$ cat src/rtl/i2c_seq_pkg.sv
// Shared definitions for the i2c_master_top command sequencer: core register map,
// CR/SR bit layout, FSM state and response-code enums.
package i2c_seq_pkg;

    localparam logic [2:0] REG_PRERLO = 3'd0;
    localparam logic [2:0] REG_PRERHI = 3'd1;
    localparam logic [2:0] REG_CTR    = 3'd2;
    localparam logic [2:0] REG_TXR    = 3'd3;
    localparam logic [2:0] REG_RXR    = 3'd3;
    localparam logic [2:0] REG_CR     = 3'd4;
    localparam logic [2:0] REG_SR     = 3'd4;

    localparam logic [7:0] CTR_EN = 8'h80;
    localparam logic [7:0] CR_STA = 8'h80;
    localparam logic [7:0] CR_STO = 8'h40;
    localparam logic [7:0] CR_RD  = 8'h20;
    localparam logic [7:0] CR_WR  = 8'h10;
    localparam logic [7:0] CR_ACK = 8'h08;

    localparam int SR_TIP   = 1;
    localparam int SR_AL    = 5;
    localparam int SR_RXACK = 7;

    typedef enum logic [3:0] {
        S_INIT_PRLO, S_INIT_PRHI, S_INIT_CTR, S_IDLE, S_LOAD_TXR, S_WRITE_CR,
        S_POLL_SR, S_CHECK, S_READ_RXR, S_ABORT_STO, S_ABORT_POLL, S_RESP
    } seq_state_e;

    typedef enum logic [1:0] {
        ERR_OK      = 2'b00,
        ERR_NACK    = 2'b01,
        ERR_ARBLOST = 2'b10,
        ERR_TIMEOUT = 2'b11
    } seq_err_e;

    // Step 2 is the data byte for writes but the repeated START for reads.
    function automatic logic [7:0] cr_for(input logic [1:0] step, input logic rw);
        case (step)
            2'd0:    cr_for = CR_STA | CR_WR;
            2'd1:    cr_for = CR_WR;
            2'd2:    cr_for = rw ? (CR_STA | CR_WR) : (CR_WR | CR_STO);
            default: cr_for = CR_RD | CR_ACK | CR_STO;
        endcase
    endfunction

endpackage

$ cat src/rtl/i2c_seq_wb_access.sv
// Single-access Wishbone master: a start pulse launches one registered cycle that is
// held until ack; done pulses with the captured read data on the cycle after ack.
module i2c_seq_wb_access (
    input  logic       clock,
    input  logic       reset,
    input  logic       start,
    input  logic [2:0] addr,
    input  logic       we,
    input  logic [7:0] wdata,
    output logic       done,
    output logic [7:0] rdata,
    output logic [2:0] wb_addr,
    output logic [7:0] wb_wdata,
    input  logic [7:0] wb_rdata,
    output logic       wb_we,
    output logic       wb_stb,
    output logic       wb_cyc,
    input  logic       wb_ack
);

    always_ff @(posedge clock) begin
        if (reset) begin
            done     <= 1'b0;
            rdata    <= 8'h00;
            wb_addr  <= 3'd0;
            wb_wdata <= 8'h00;
            wb_we    <= 1'b0;
            wb_stb   <= 1'b0;
            wb_cyc   <= 1'b0;
        end else begin
            done <= 1'b0;
            if (wb_cyc) begin
                if (wb_ack) begin
                    wb_cyc <= 1'b0;
                    wb_stb <= 1'b0;
                    wb_we  <= 1'b0;
                    done   <= 1'b1;
                    rdata  <= wb_rdata;
                end
            end else if (start) begin
                wb_cyc   <= 1'b1;
                wb_stb   <= 1'b1;
                wb_we    <= we;
                wb_addr  <= addr;
                wb_wdata <= wdata;
            end
        end
    end

endmodule

$ cat src/rtl/i2c_wb_cmd_seq.sv
// Command sequencer for i2c_master_top: expands register read/write commands into
// core register accesses. Define I2C_SEQ_TIMEOUT_EN to bound SR polling (err 11).
module i2c_wb_cmd_seq
    import i2c_seq_pkg::*;
#(
    parameter logic [15:0] PRESCALE = 16'd49
`ifdef I2C_SEQ_TIMEOUT_EN
    ,
    parameter logic [15:0] POLL_LIMIT = 16'd4095
`endif
) (
    input  logic       clock,
    input  logic       reset,
    input  logic       cmd_valid,
    output logic       cmd_ready,
    input  logic       cmd_rw,
    input  logic [6:0] cmd_dev,
    input  logic [7:0] cmd_reg,
    input  logic [7:0] cmd_wdata,
    output logic       rsp_valid,
    output logic [7:0] rsp_rdata,
    output logic [1:0] rsp_err,
    output logic [2:0] wb_addr,
    output logic [7:0] wb_wdata,
    input  logic [7:0] wb_rdata,
    output logic       wb_we,
    output logic       wb_stb,
    output logic       wb_cyc,
    input  logic       wb_ack,
    output seq_state_e state
);

    logic       start, issued, acc_done, acc_state, acc_we, poll_expired;
    logic [2:0] acc_addr;
    logic [7:0] acc_wdata, acc_rdata, txr_val;
    logic [1:0] step;
    logic       rw, sr_al, sr_rxack;
    logic [6:0] dev;
    logic [7:0] reg_idx, wdata;
    seq_err_e   err;

`ifdef I2C_SEQ_TIMEOUT_EN
    logic [15:0] poll_cnt;
    assign poll_expired = (poll_cnt == POLL_LIMIT - 16'd1);
`else
    assign poll_expired = 1'b0;
`endif

    i2c_seq_wb_access u_access (
        .clock(clock), .reset(reset), .start(start), .addr(acc_addr), .we(acc_we),
        .wdata(acc_wdata), .done(acc_done), .rdata(acc_rdata),
        .wb_addr(wb_addr), .wb_wdata(wb_wdata), .wb_rdata(wb_rdata), .wb_we(wb_we),
        .wb_stb(wb_stb), .wb_cyc(wb_cyc), .wb_ack(wb_ack)
    );

    always_comb begin
        case (step)
            2'd0:    txr_val = {dev, 1'b0};
            2'd1:    txr_val = reg_idx;
            2'd2:    txr_val = rw ? {dev, 1'b1} : wdata;
            default: txr_val = 8'h00;
        endcase
    end

    // Each access state owns exactly one Wishbone access, described here.
    always_comb begin
        acc_state = 1'b1;
        acc_addr  = REG_PRERLO;
        acc_we    = 1'b0;
        acc_wdata = 8'h00;
        case (state)
            S_INIT_PRLO:  begin acc_we = 1'b1; acc_wdata = PRESCALE[7:0]; end
            S_INIT_PRHI:  begin acc_addr = REG_PRERHI; acc_we = 1'b1; acc_wdata = PRESCALE[15:8]; end
            S_INIT_CTR:   begin acc_addr = REG_CTR; acc_we = 1'b1; acc_wdata = CTR_EN; end
            S_LOAD_TXR:   begin acc_addr = REG_TXR; acc_we = 1'b1; acc_wdata = txr_val; end
            S_WRITE_CR:   begin acc_addr = REG_CR; acc_we = 1'b1; acc_wdata = cr_for(step, rw); end
            S_ABORT_STO:  begin acc_addr = REG_CR; acc_we = 1'b1; acc_wdata = CR_STO; end
            S_POLL_SR,
            S_ABORT_POLL: acc_addr = REG_SR;
            S_READ_RXR:   acc_addr = REG_RXR;
            default:      acc_state = 1'b0;
        endcase
    end

    always_ff @(posedge clock) begin
        if (reset) begin
            state     <= S_INIT_PRLO;
            start     <= 1'b0;
            issued    <= 1'b0;
            step      <= 2'd0;
            rw        <= 1'b0;
            dev       <= 7'd0;
            reg_idx   <= 8'h00;
            wdata     <= 8'h00;
            err       <= ERR_OK;
            sr_al     <= 1'b0;
            sr_rxack  <= 1'b0;
            cmd_ready <= 1'b0;
            rsp_valid <= 1'b0;
            rsp_rdata <= 8'h00;
            rsp_err   <= 2'b00;
`ifdef I2C_SEQ_TIMEOUT_EN
            poll_cnt  <= 16'd0;
`endif
        end else begin
            start     <= 1'b0;
            rsp_valid <= 1'b0;
            if (acc_state && !issued) begin
                start  <= 1'b1;
                issued <= 1'b1;
            end
            if (acc_done) issued <= 1'b0;
`ifdef I2C_SEQ_TIMEOUT_EN
            if (acc_done && (state == S_POLL_SR || state == S_ABORT_POLL)) poll_cnt <= poll_cnt + 16'd1;
            if (acc_done && (state == S_WRITE_CR || state == S_ABORT_STO)) poll_cnt <= 16'd0;
`endif
            case (state)
                S_INIT_PRLO: if (acc_done) state <= S_INIT_PRHI;
                S_INIT_PRHI: if (acc_done) state <= S_INIT_CTR;
                S_INIT_CTR: if (acc_done) begin
                    state     <= S_IDLE;
                    cmd_ready <= 1'b1;
                end
                S_IDLE: if (cmd_valid && cmd_ready) begin
                    rw        <= cmd_rw;
                    dev       <= cmd_dev;
                    reg_idx   <= cmd_reg;
                    wdata     <= cmd_wdata;
                    step      <= 2'd0;
                    err       <= ERR_OK;
                    cmd_ready <= 1'b0;
                    state     <= S_LOAD_TXR;
                end
                S_LOAD_TXR: if (acc_done) state <= S_WRITE_CR;
                S_WRITE_CR: if (acc_done) state <= S_POLL_SR;
                S_POLL_SR: if (acc_done) begin
                    if (!acc_rdata[SR_TIP]) begin
                        sr_al    <= acc_rdata[SR_AL];
                        sr_rxack <= acc_rdata[SR_RXACK];
                        state    <= S_CHECK;
                    end else if (poll_expired) begin
                        err   <= ERR_TIMEOUT;
                        state <= S_ABORT_STO;
                    end
                end
                S_CHECK: begin
                    // Arbitration loss leaves the bus to the winner, so no STOP.
                    if (sr_al) begin
                        rsp_valid <= 1'b1;
                        rsp_err   <= ERR_ARBLOST;
                        rsp_rdata <= 8'h00;
                        state     <= S_RESP;
                    end else if (sr_rxack && step != 2'd3) begin
                        err   <= ERR_NACK;
                        state <= S_ABORT_STO;
                    end else if (step == (rw ? 2'd3 : 2'd2)) begin
                        if (rw) begin
                            state <= S_READ_RXR;
                        end else begin
                            rsp_valid <= 1'b1;
                            rsp_err   <= ERR_OK;
                            rsp_rdata <= 8'h00;
                            state     <= S_RESP;
                        end
                    end else begin
                        step  <= step + 2'd1;
                        state <= (rw && step == 2'd2) ? S_WRITE_CR : S_LOAD_TXR;
                    end
                end
                S_READ_RXR: if (acc_done) begin
                    rsp_valid <= 1'b1;
                    rsp_err   <= ERR_OK;
                    rsp_rdata <= acc_rdata;
                    state     <= S_RESP;
                end
                S_ABORT_STO: if (acc_done) state <= S_ABORT_POLL;
                S_ABORT_POLL: if (acc_done && (!acc_rdata[SR_TIP] || poll_expired)) begin
                    rsp_valid <= 1'b1;
                    rsp_err   <= err;
                    rsp_rdata <= 8'h00;
                    state     <= S_RESP;
                end
                S_RESP: begin
                    cmd_ready <= 1'b1;
                    state     <= S_IDLE;
                end
                default: state <= S_INIT_PRLO;
            endcase
        end
    end

endmodule

$ cat config.mk
export PLATFORM = sky130hd
export DESIGN_NAME = i2c_wb_cmd_seq
export DESIGN_NICKNAME = d
export VERILOG_FILES = /design/src/rtl/i2c_seq_pkg.sv /design/src/rtl/i2c_seq_wb_access.sv /design/src/rtl/i2c_wb_cmd_seq.sv
export SDC_FILE = /design/constraint.sdc
export NUM_CORES = 1
export LEC_CHECK = 0
export BUFFER_PORTS_ARGS = -buffer_cell sky130_fd_sc_hd__buf_2
export CAP_MARGIN = 20
export CORE_AREA = 2 2 72 81
export CTS_CLUSTER_DIAMETER = 60
export DETAILED_ROUTE_END_ITERATION = 10
export DIE_AREA = 0 0 74 83
export HOLD_SLACK_MARGIN = 0.06
export PLACE_DENSITY_LB_ADDON = 0.1
export SYNTH_ARGS = -nofsm -noshare
export SYNTH_HDL_FRONTEND = slang
export SYNTH_SLANG_ARGS = --single-unit
$ cat constraint.sdc
create_clock -name clock -period 5.3 [get_ports clock]
set_input_delay 0.265 -clock clock [delete_from_list [all_inputs] [get_ports clock]]
set_output_delay 0.265 -clock clock [all_outputs]
set_load 0.01 [all_outputs]
# Word-level counts from Yosys, hierarchy flattened
# Cells that the tools add are included.
[totals]
regBits = 71
latch_bits = 0
ram_bits = 0
rom_bits = 0
input_bits = 36
out_inout_bits = 30
memories = 0
[op_classes]
addsub = 1
mul = 0
div_mod_pow = 0
n_lt_le_gt_ge = 0
eq_ne = 34
shifts = 0
n_mux = 68
n_bitwise = 2
reduce_logical = 29
[ops]
columns = ["cell", "count"]
rows = [
  ["$pmux W8 S3", 3],
  ["$mux W8", 8],
  ["$mux W4", 14],
  ["$pmux W4 S12", 1],
  ["$pmux W8 S5", 1],
  ["$mux W2", 13],
  ["$mux W1", 22],
  ["$ne A2 B2 Y1 const B", 9],
  ["$eq A4 B3 Y1 const B", 4],
  ["$eq A4 B4 Y1 const B", 4],
  ["$ne A2 B1 Y1 const B", 8],
  ["$pmux W3 S4", 1],
  ["$reduce_and A11 Y1", 1],
  ["$ne A3 B3 Y1 const B", 3],
  ["$reduce_or A9 Y1", 1],
  ["$eq A4 B2 Y1 const B", 2],
  ["$pmux W2 S2", 2],
  ["$reduce_and A2 Y1", 4],
  ["$pmux W1 S3", 2],
  ["$pmux W2 S3", 1],
  ["$reduce_and A3 Y1", 2],
  ["$reduce_and A6 Y1", 1],
  ["$reduce_bool A3 Y1", 2],
  ["$reduce_or A2 Y1", 3],
  ["15 further kinds", 22],
]

# Longest topological paths before layout
# Gate-level depths: netlist of run 1.
[logic_depth]
depth_word = 7
ltp_mapped = 7
depth_no_buf = 7

# Hierarchy
# A second synthesis of run 1 with hierarchy kept.
[hier_totals]
cells_unflattened = 391
area_unflattened_um2 = 3170.5
[modules_own_cells]
columns = ["module", "instances", "cells_each", "area_each_um2", "seq_area_each_um2"]
rows = [
  ["i2c_wb_cmd_seq", 1, 294, 2379.8, 940.9],
  ["i2c_seq_wb_access", 1, 97, 790.8, 460.4],
]

# Worst setup path before layout of run 1
# OpenSTA, ideal clock, no wires.
[synth_timing]
path_type = "reg-to-reg"
start = "reg step[0]"
end = "reg rsp_err[1]"
arrival_time_ns = 1.569
required_ns = 5.183
slack_ns = 3.614
stages_incl_launch_ff = 7
period_less_slack_ns = 1.686
cell_sequence = "dfxtp_1 -> ha_1 -> nor2b_1 -> o41a_1 -> nor2_1 -> nor3_4 -> a22o_1"
[synth_between]
elab_chain_cells = 4
elab_cells_between_ends = 6
classes_between = "eq/ne: 4; reduce/logical: 2"
[synth_lines]
columns = ["item", "line", "text"]
rows = [
  ["start, declared", "i2c_wb_cmd_seq.sv:36", "logic [1:0] step;"],
  ["start signal, assigned", "i2c_wb_cmd_seq.sv:166", "step <= step + 2'd1;"],
  ["$ne A2 B2 Y1", "i2c_wb_cmd_seq.sv:153", "end else if (sr_rxack && step != 2'd3) begin"],
  ["$logic_and A1 B1 Y1", "i2c_wb_cmd_seq.sv:153", ""],
  ["$ne A3 B3 Y1 (no source line)", "--", ""],
  ["$reduce_and A6 Y1 (no source line) *", "--", ""],
  ["end signal, assigned", "i2c_wb_cmd_seq.sv:179", "rsp_err <= err;"],
  ["end, declared", "i2c_wb_cmd_seq.sv:22", "output logic [1:0] rsp_err,"],
]
# Mark *: on every way between the ends. The rest lies on a longest branch, timed or not.
# A chain may end at the register's enable or synchronous reset.

# Worst setup path after layout of run 1
[layout_timing]
start = "reg state[0]"
end = "reg reg_idx[5]"
[layout_between]
elab_chain_cells = 2
[layout_lines]
columns = ["item", "line", "text"]
rows = [
  ["start, declared", "i2c_wb_cmd_seq.sv:30", "output seq_state_e state"],
  ["start signal, assigned", "i2c_wb_cmd_seq.sv:167", "state <= (rw && step == 2'd2) ? S_WRITE_CR : S_LOAD_TXR;"],
  ["$eq A4 B2 Y1", "i2c_wb_cmd_seq.sv:117", "case (state)"],
  ["$reduce_and A2 Y1 (no source line)", "--", ""],
  ["end signal, assigned", "i2c_wb_cmd_seq.sv:127", "reg_idx <= cmd_reg;"],
  ["end, declared", "i2c_wb_cmd_seq.sv:39", "logic [7:0] reg_idx, wdata;"],
]
# Every way passes these cells.

==> results of run 1 <==
==> power by group <==
group | switching (uW) | internal, uW
logic | 30.4 | 22.6
clock network | 192 | 252
registers | 5.96 | 535
==> cells in the final DEF, fill, tap and decap left out, types with 3 or more instances in the layout <==
master	netlist	routed
nand2b_1	3	3
o21ai_0	6	6
a21oi_1	49	49
nor2b_1	3	3
nand2_1	83	83
buf_2	8	65
a222oi_1	4	4
o31ai_1	4	4
nor3_1	15	15
a21o_1	3	3
clkbuf_8	0	12
nand3_1	4	4
inv_1	6	6
dfxtp_1	70	70
ha_1	4	4
nor2_1	34	34
a22o_1	9	9
==> kinds of logic after synthesis <==
logic type,count (synthesis),synth area share
buffers and inverters,29,0.0418
AOI/OAI and AO/OA,101,0.227
adders and majority gates,4,0.0165
xor gates and xnor gates,2,0.00579
and+or+nand+nor,158,0.239
DFF,70,0.463
muxes,2,0.00662
==> flip-flops by register name, indices dropped and copies added (netlist names), 2 cells and up <==
| name | flops |
|---|---|
| state | 4 |
| rsp_rdata | 8 |
| u_access.wb_addr | 3 |
| dev | 7 |
| reg_idx | 8 |
| u_access.wb_wdata | 8 |
| u_access.rdata | 8 |
| step | 2 |
| wdata | 8 |
| rsp_err | 2 |
==> stage by stage <==
stage / worst slack, ns / std cells
detailed placement: 2.78 / 485
global placement: 2.87 / 485
floorplan: 3.61 / 366
CTS: 2.77 / 500
finish: 3.03 / 501
global route: 2.75 / 501
==> final cells by class <==
cell class / instances / area, um^2
fill: 486 / 1720
multi-input combinational: 267 / 1500
sequential: 70 / 1400
timing repair buffer: 67 / 344
clock buffer: 12 / 165
tap: 75 / 93.8
clock inverter: 3 / 42.5
inverter: 7 / 26.3
==> worst paths after layout <==
kind,startpoint,end,slack [ns],cells after the start
worst min register to register,issued,start,0.45,1
worst min-delay path,cmd_reg[1],reg_idx[1],0.15,3
worst max register to register,state[0],reg_idx[5],3.03,5
worst max-delay path,state[0],reg_idx[5],3.03,5
==> critical path: stages, from the launching register on <==
cell	delay, ns
dfxtp_1	0.84
nand2_2	0.26
nor2_1	0.20
nand2_1	0.50
nand2_1	0.24
a21oi_1	0.08
==> layer usage <==
metal,vias up,wire length (um)
met4,0,172
met5,-,0
met1,1239,3060
li1,1394,-
met2,99,3350
met3,15,426
==> impl_metrics.env, run 1 <==
export IMPL_drt_iter0_markers=142
export IMPL_power_density_mw_per_mm2=291
export IMPL_cts_root_buf="clkbuf_8"
export IMPL_use_met2=0.383
export IMPL_arrival_ns=2.47
export IMPL_fin_setup_tns_ns=0
export IMPL_status="complete, no violations"
export IMPL_ant_nets=0
export IMPL_post_cts_setup_buffers=0
export IMPL_io_buffer_count=65
export IMPL_start_util=0.572
export IMPL_irDropWorstVdd_v=0.000189
export IMPL_use_met3=0.0449
export IMPL_cap_viol_max_count=0
export IMPL_grt_pass1_wl_um=11700
export IMPL_worst_hold_slack_ns=0.147
export IMPL_clk_pin_slew_ns=0.07
export IMPL_cellLeakagePower_uw=0.00138
export IMPL_maxSlewViolCount=0
export IMPL_finalInstanceArea_mm2=0.00357
export IMPL_ys_types=57
export IMPL_wl_um=7010
export IMPL_clock_fmax_ghz=0.441
export IMPL_cp_max_fo=25
export IMPL_core_mm2=0.00529
export IMPL_top_usage_layer="met2"
export IMPL_die_h_um=83
export IMPL_place_area_mm2=0.00335
export IMPL_cts_buffers=9
export IMPL_tightest_slew_ns=0.833
export IMPL_worstSetupEndpointType="register"
export IMPL_dp_hpwl_um=4760
export IMPL_drive_gt1_frac=0.221
export IMPL_power_uw=1040
export IMPL_yosys_warnings=0
export IMPL_grt_max_degree=66
export IMPL_syn_area_mm2=0.00303
export IMPL_num_io_pins=66
export IMPL_ctsHoldBuffers=0
export IMPL_finish_utilization=0.675
export IMPL_finalSetupViolations=0
export IMPL_yosys_top_cells_count="nand2_1 (83), dfxtp_1 (70), a21oi_1 (49)"
export IMPL_fin_crit_ns=2.27
export IMPL_synth_nets=406
export IMPL_clkLatencyLatePin_ns=0.35
export IMPL_cts_tree="done"
export IMPL_synth_ff_type="dfxtp_1"
export IMPL_synth_avg_cell_area_um2=8.27
export IMPL_grt_ovfl_total=0
export IMPL_num_rows=28
export IMPL_synth_area_leaders="dfxtp_1 (46%), nand2_1 (10%), a21oi_1 (8.1%), nor2_1 (4.2%), a22o_1 (2.6%)"
export IMPL_path_class="reg2reg"
export IMPL_ys_seq_area_frac=0.463
export IMPL_routed_via_density=5.48
export IMPL_synth_top_area_cell="dfxtp_1"
export IMPL_insertedDiodeCount=0
export IMPL_fin_crit_sh=0.428
export IMPL_hold_violations=0
export IMPL_cts_sinks=70
export IMPL_hold_class="in2reg"
export IMPL_slew_headroom=0.443
export IMPL_synthCells=366
export IMPL_cts_resized=0
export IMPL_worstSetupStartpointType="register"
export IMPL_syn_to_final_growth_pct=18.0
export IMPL_rsz0062_at_grt="no"
export IMPL_clock_skew_ns=0.00756
export IMPL_synth_most_common_cell="nand2_1"
export IMPL_antenna_found_initial=0
export IMPL_synth_top_area_share=0.463
export IMPL_synth_seq_cells=70
export IMPL_cp_required_ns=5.51
export IMPL_vias=2747
export IMPL_die_x_um=74
export IMPL_nets=462
export IMPL_dr_pass1_iters=5
export IMPL_htreeDepth=3
export IMPL_grt_pass1_vias=2508
export IMPL_grt_use_total=0.243
export IMPL_clk_path_buf_depth=2
export IMPL_wl_per_cell_um=14.0
export IMPL_postSynth_asyncResetShare=0
export IMPL_grt_util_met1=0.317
export IMPL_remaining_drc_errors=0
export IMPL_globalplace_congestion=0.931
export IMPL_dieArea_mm2=0.00614
export IMPL_synth_edff_count=0
No activity file was read; power rests on OpenSTA's default activity.
==> inputs of run 2 (changes only) <==
--- a/config.mk
+++ b/config.mk
@@ -7,10 +7,10 @@
 export LEC_CHECK = 0
 export BUFFER_PORTS_ARGS = -buffer_cell sky130_fd_sc_hd__buf_2
 export CAP_MARGIN = 20
-export CORE_AREA = 2 2 72 81
+export CORE_AREA = 2 2 75 84
 export CTS_CLUSTER_DIAMETER = 60
 export DETAILED_ROUTE_END_ITERATION = 10
-export DIE_AREA = 0 0 74 83
+export DIE_AREA = 0 0 77 86
 export HOLD_SLACK_MARGIN = 0.06
 export PLACE_DENSITY_LB_ADDON = 0.1
 export SYNTH_ARGS = -nofsm -noshare
==> constraint.sdc (replaced) <==
create_clock -name clock -period 2.3 [get_ports clock]
set_input_delay 0.115 -clock clock [delete_from_list [all_inputs] [get_ports clock]]
set_output_delay 0.115 -clock clock [all_outputs]
set_load 0.01 [all_outputs]
==> impl_metrics.env, run 2 (synthesis results as in run 1) <==
export IMPL_status="complete, no violations"
export IMPL_insertedDiodeCount=0
export IMPL_worstSetupEndpointType="register"
export IMPL_finalInstanceArea_mm2=0.00394
export IMPL_switchingPower_uw=580
export IMPL_wl_um=7710
export IMPL_min_path_cells=2
export IMPL_cap_viol_max_count=0
export IMPL_worstSetupStartpointType="register"
export IMPL_htreeDepth=3
export IMPL_hold_violations=0
export IMPL_tightest_slew_ns=0.744
export IMPL_syn_to_final_growth_pct=30.4
export IMPL_dieArea_mm2=0.00662
export IMPL_p_int_uw=1830
export IMPL_worstRegToRegCells=5
export IMPL_drt_iter0_markers=163
export IMPL_mostFrequentLayoutCell="nand2_1"
export IMPL_cts_root_buf="clkbuf_8"
export IMPL_start_util=0.528
export IMPL_cp_max_fo=20
export IMPL_die_x_um=77
export IMPL_grt_max_degree=30
export IMPL_remaining_drc_errors=0
export IMPL_num_io_pins=66
export IMPL_power_density_mw_per_mm2=611
export IMPL_fin_setup_tns_ns=0
export IMPL_seqPwrFrac=0.517
export IMPL_routed_via_density=5.40
export IMPL_cellLeakagePower_uw=0.00154
export IMPL_cts_tree="done"
export IMPL_maxSlewViolCount=0
export IMPL_num_rows=29
export IMPL_grt_pass1_vias=2705
export IMPL_ctsHoldBuffers=33
export IMPL_hold_class="in2reg"
export IMPL_power_share_combinational=0.071
export IMPL_clk_path_buf_depth=2
export IMPL_finalSetupViolations=0
export IMPL_dp_hpwl_um=5160
export IMPL_cts_resized=0
export IMPL_swShare=0.241
export IMPL_path_class="reg2reg"
export IMPL_die_h_um=86
export IMPL_ant_nets=0
export IMPL_arrival_ns=2.23
export IMPL_cp_required_ns=2.59
export IMPL_final_cell_mix="nand2_1 (83), dfxtp_1 (70), buf_2 (65)"
export IMPL_cts_buffers=9
export IMPL_dr_pass1_iters=7
export IMPL_irDropWorstVdd_v=0.000409
export IMPL_setup_slack_ns=0.364
export IMPL_slew_headroom=0.503
export IMPL_nets=502
export IMPL_globalplace_congestion=0.851
export IMPL_rsz0062_at_grt="no"
export IMPL_drive_gt1_frac=0.216
export IMPL_clock_fmax_ghz=0.517
export IMPL_grt_ovfl_total=0
export IMPL_antenna_found_initial=0
export IMPL_fin_crit_sh=0.842
export IMPL_wl_per_cell_um=14.2
export IMPL_grt_pass1_wl_um=12800
export IMPL_core_mm2=0.00573
export IMPL_clock_skew_ns=0.0140
export IMPL_cts_sinks=70
export IMPL_fin_crit_ns=1.94
export IMPL_clkLatencyLatePin_ns=0.36
export IMPL_grt_use_total=0.244
export IMPL_place_area_mm2=0.00341
export IMPL_clk_pin_slew_ns=0.07
export IMPL_vias=2935
export IMPL_power_frac_clock=0.412
export IMPL_io_buffer_count=65
export IMPL_dp_slack_ns=0.398
export IMPL_post_cts_setup_buffers=0
run 2: worst max-delay path, cell delays in order, from the launching register on:
cell	delay (ns)
dfxtp_1	0.75
nand2b_1	0.32
a21oi_2	0.18
o21ai_1	0.11
or3_1	0.38
a21oi_1	0.13
run 2: per-stage QoR:
step / utilization / cells / hold WS [ns] / total power (uW)
after global routing: 0.688 / 544 / 0.0940 / 2510
final: 0.688 / 544 / 0.109 / 2410
after detailed placement: 0.596 / 495 / 0.361 / 1400
after CTS: 0.688 / 544 / 0.0988 / 2430
after floorplan: - / 366 / 0.251 / 1340
after global placement: 0.596 / 495 / 0.355 / 1400
run 2: cell type report:
type	count	area, um^2
clock buffer	10	128
clock inverter	6	71.3
fill	480	1790
inverter	7	26.3
multi-input combinational	267	1500
sequential	70	1400
tap	77	96.3
timing repair buffer	107	723
run 2: power groups by stage:
stage	Clock, uW	Sequential (uW)	Combinational (uW)
CTS	1010	1250	169
global route	1070	1250	188
finish	993	1250	171
floorplan	0	1280	61.9
global placement	0	1270	125
detailed placement	0	1270	127
run 2: worst paths after layout:
kind / endpoint / slack (ns) / startpoint
worst min register to register: start / 0.44 / issued
worst min-delay path: sr_rxack / 0.11 / reset
worst max register to register: u_access.wb_wdata[5] / 0.36 / state[2]
worst max-delay path: u_access.wb_wdata[5] / 0.36 / state[2]
run 2: metal layers:
metal	wire length, um	GRT usage	up-vias	share of wire
met5	0	0	-	0
met4	155	0.107	0	0.020
met1	3410	0.296	1354	0.44
met3	394	0.0600	16	0.051
li1	-	-	1469	-
met2	3750	0.412	96	0.49
==> inputs of run 3 (changes only) <==
==> constraint.sdc (replaced) <==
create_clock -name clock -period 1.88 [get_ports clock]
set_input_delay 0.094 -clock clock [delete_from_list [all_inputs] [get_ports clock]]
set_output_delay 0.094 -clock clock [all_outputs]
set_load 0.01 [all_outputs]
==> impl_metrics.env, run 3 (synthesis results as in run 1) <==
export IMPL_routed_via_density=5.34
export IMPL_start_util=0.528
export IMPL_cts_buffers=9
export IMPL_nets=510
export IMPL_clock_fmax_ghz=0.563
export IMPL_htreeDepth=3
export IMPL_cts_tree="done"
export IMPL_fin_crit_ns=1.78
export IMPL_io_buffer_count=65
export IMPL_die_x_um=77
export IMPL_status="complete, no violations"
export IMPL_drive_gt1_frac=0.242
export IMPL_clock_skew_ns=0.00720
export IMPL_worstRegToRegCells=7
export IMPL_mostFrequentLayoutCell="nand2_1"
export IMPL_maxSlewViolCount=0
export IMPL_num_io_pins=66
export IMPL_antenna_found_initial=0
export IMPL_cp_required_ns=2.12
export IMPL_power_density_mw_per_mm2=706
export IMPL_hold_violations=0
export IMPL_cts_sinks=70
export IMPL_dieArea_mm2=0.00662
export IMPL_min_path_cells=3
export IMPL_grt_pass1_wl_um=12500
export IMPL_arrival_ns=2.01
export IMPL_grt_pass1_vias=2766
export IMPL_path_class="reg2reg"
export IMPL_wl_per_cell_um=14.0
export IMPL_irDropWorstVdd_v=0.000437
export IMPL_setup_slack_ns=0.104
export IMPL_grt_ovfl_total=0
export IMPL_grt_use_total=0.240
export IMPL_die_h_um=86
export IMPL_final_cell_mix="nand2_1 (83), dfxtp_1 (67), buf_2 (65)"
export IMPL_finalSetupViolations=0
export IMPL_drt_iter0_markers=177
export IMPL_num_rows=29
export IMPL_hold_class="in2reg"
export IMPL_cap_viol_max_count=0
export IMPL_grt_max_degree=28
export IMPL_remaining_drc_errors=0
export IMPL_clk_path_buf_depth=2
export IMPL_insertedDiodeCount=0
export IMPL_dpl_cell_count=502
export IMPL_syn_to_final_growth_pct=31.8
export IMPL_dp_slack_ns=0.0606
export IMPL_clkLatencyLatePin_ns=0.35
export IMPL_clk_pin_slew_ns=0.07
export IMPL_cellLeakagePower_uw=0.00157
export IMPL_cts_root_buf="clkbuf_8"
export IMPL_core_mm2=0.00573
export IMPL_slew_headroom=0.649
export IMPL_worstSetupEndpointType="register"
export IMPL_globalplace_congestion=0.895
export IMPL_tightest_slew_ns=0.526
export IMPL_wl_um=7730
export IMPL_stdcell_count=552
export IMPL_dr_pass1_iters=4
export IMPL_fin_crit_sh=0.945
export IMPL_dp_hpwl_um=5340
export IMPL_cp_max_fo=4
export IMPL_vias=2950
export IMPL_ant_nets=0
export IMPL_worstSetupStartpointType="register"
## run 3: cell count changes in the layout (fill, tap and decap cells not counted), sizes merged
cell / previous run / this run
dlygate4sd3: 33 / 32
clkbuf: 10 / 11
bufinv: 1 / 0
buf: 74 / 83
## run 3: timing repair
item	4_1_cts	5_1_grt
gates resized for setup	0	5
buffers inserted	0	2
endpoints found under the hold margin	32	0
endpoints found under the setup margin	0	28
hold buffers	32	0
## run 3: path summary, 6_finish.rpt
check                           startpoint         end  slack (ns)
worst min-delay path             cmd_valid   cmd_ready        0.06
worst max register to register     step[1]  rsp_err[1]        0.10
worst min register to register      issued       start        0.44
worst max-delay path               step[1]  rsp_err[1]        0.10
## run 3: critical path: stages (launching register included)
cell and delay, ns:
dfxtp_1 0.39, ha_1 0.19, nor2b_1 0.09, o41a_1 0.37, nor2_2 0.21, nor3_4 0.05, buf_4 0.16, a22o_1 0.22
## run 3: power breakdown
group | total (uW) | internal, uW | switching (uW)
Clock | 1080 | 514 | 563
Sequential | 1520 | 1510 | 18.0
Combinational | 210 | 113 | 97.4
## run 3: metal layers
| metal | up-vias | global-route usage | wire length (um) |
|---|---|---|---|
| met3 | 8 | 0.0568 | 485 |
| met4 | 0 | 0.110 | 103 |
| li1 | 1489 | - | - |
| met1 | 1354 | 0.280 | 3240 |
| met5 | - | 0 | 0 |
| met2 | 99 | 0.419 | 3900 |
## run 3: layout make-up
cell class              count  area, um^2
fillers                   513        1750
multi-input cells         267        1500
flip-flops and latches     70        1410
repair buffers            115         781
clock buffers              11         141
well taps                  77        96.3
clock inverters             5        33.8
inverters                   7        26.3
## run 3: per-stage QoR
step	util	total power (uW)	hold WS (ns)	instance area, um^2	setup TNS [ns]
global placement	0.605	1710	0.335	3470	0
floorplan	-	1640	0.230	3030	0
global route	0.695	2920	0.0858	3990	-0.0856
finish	0.695	2810	0.0596	3990	0
detailed placement	0.605	1710	0.340	3470	0
CTS	0.691	2830	0.0669	3960	0
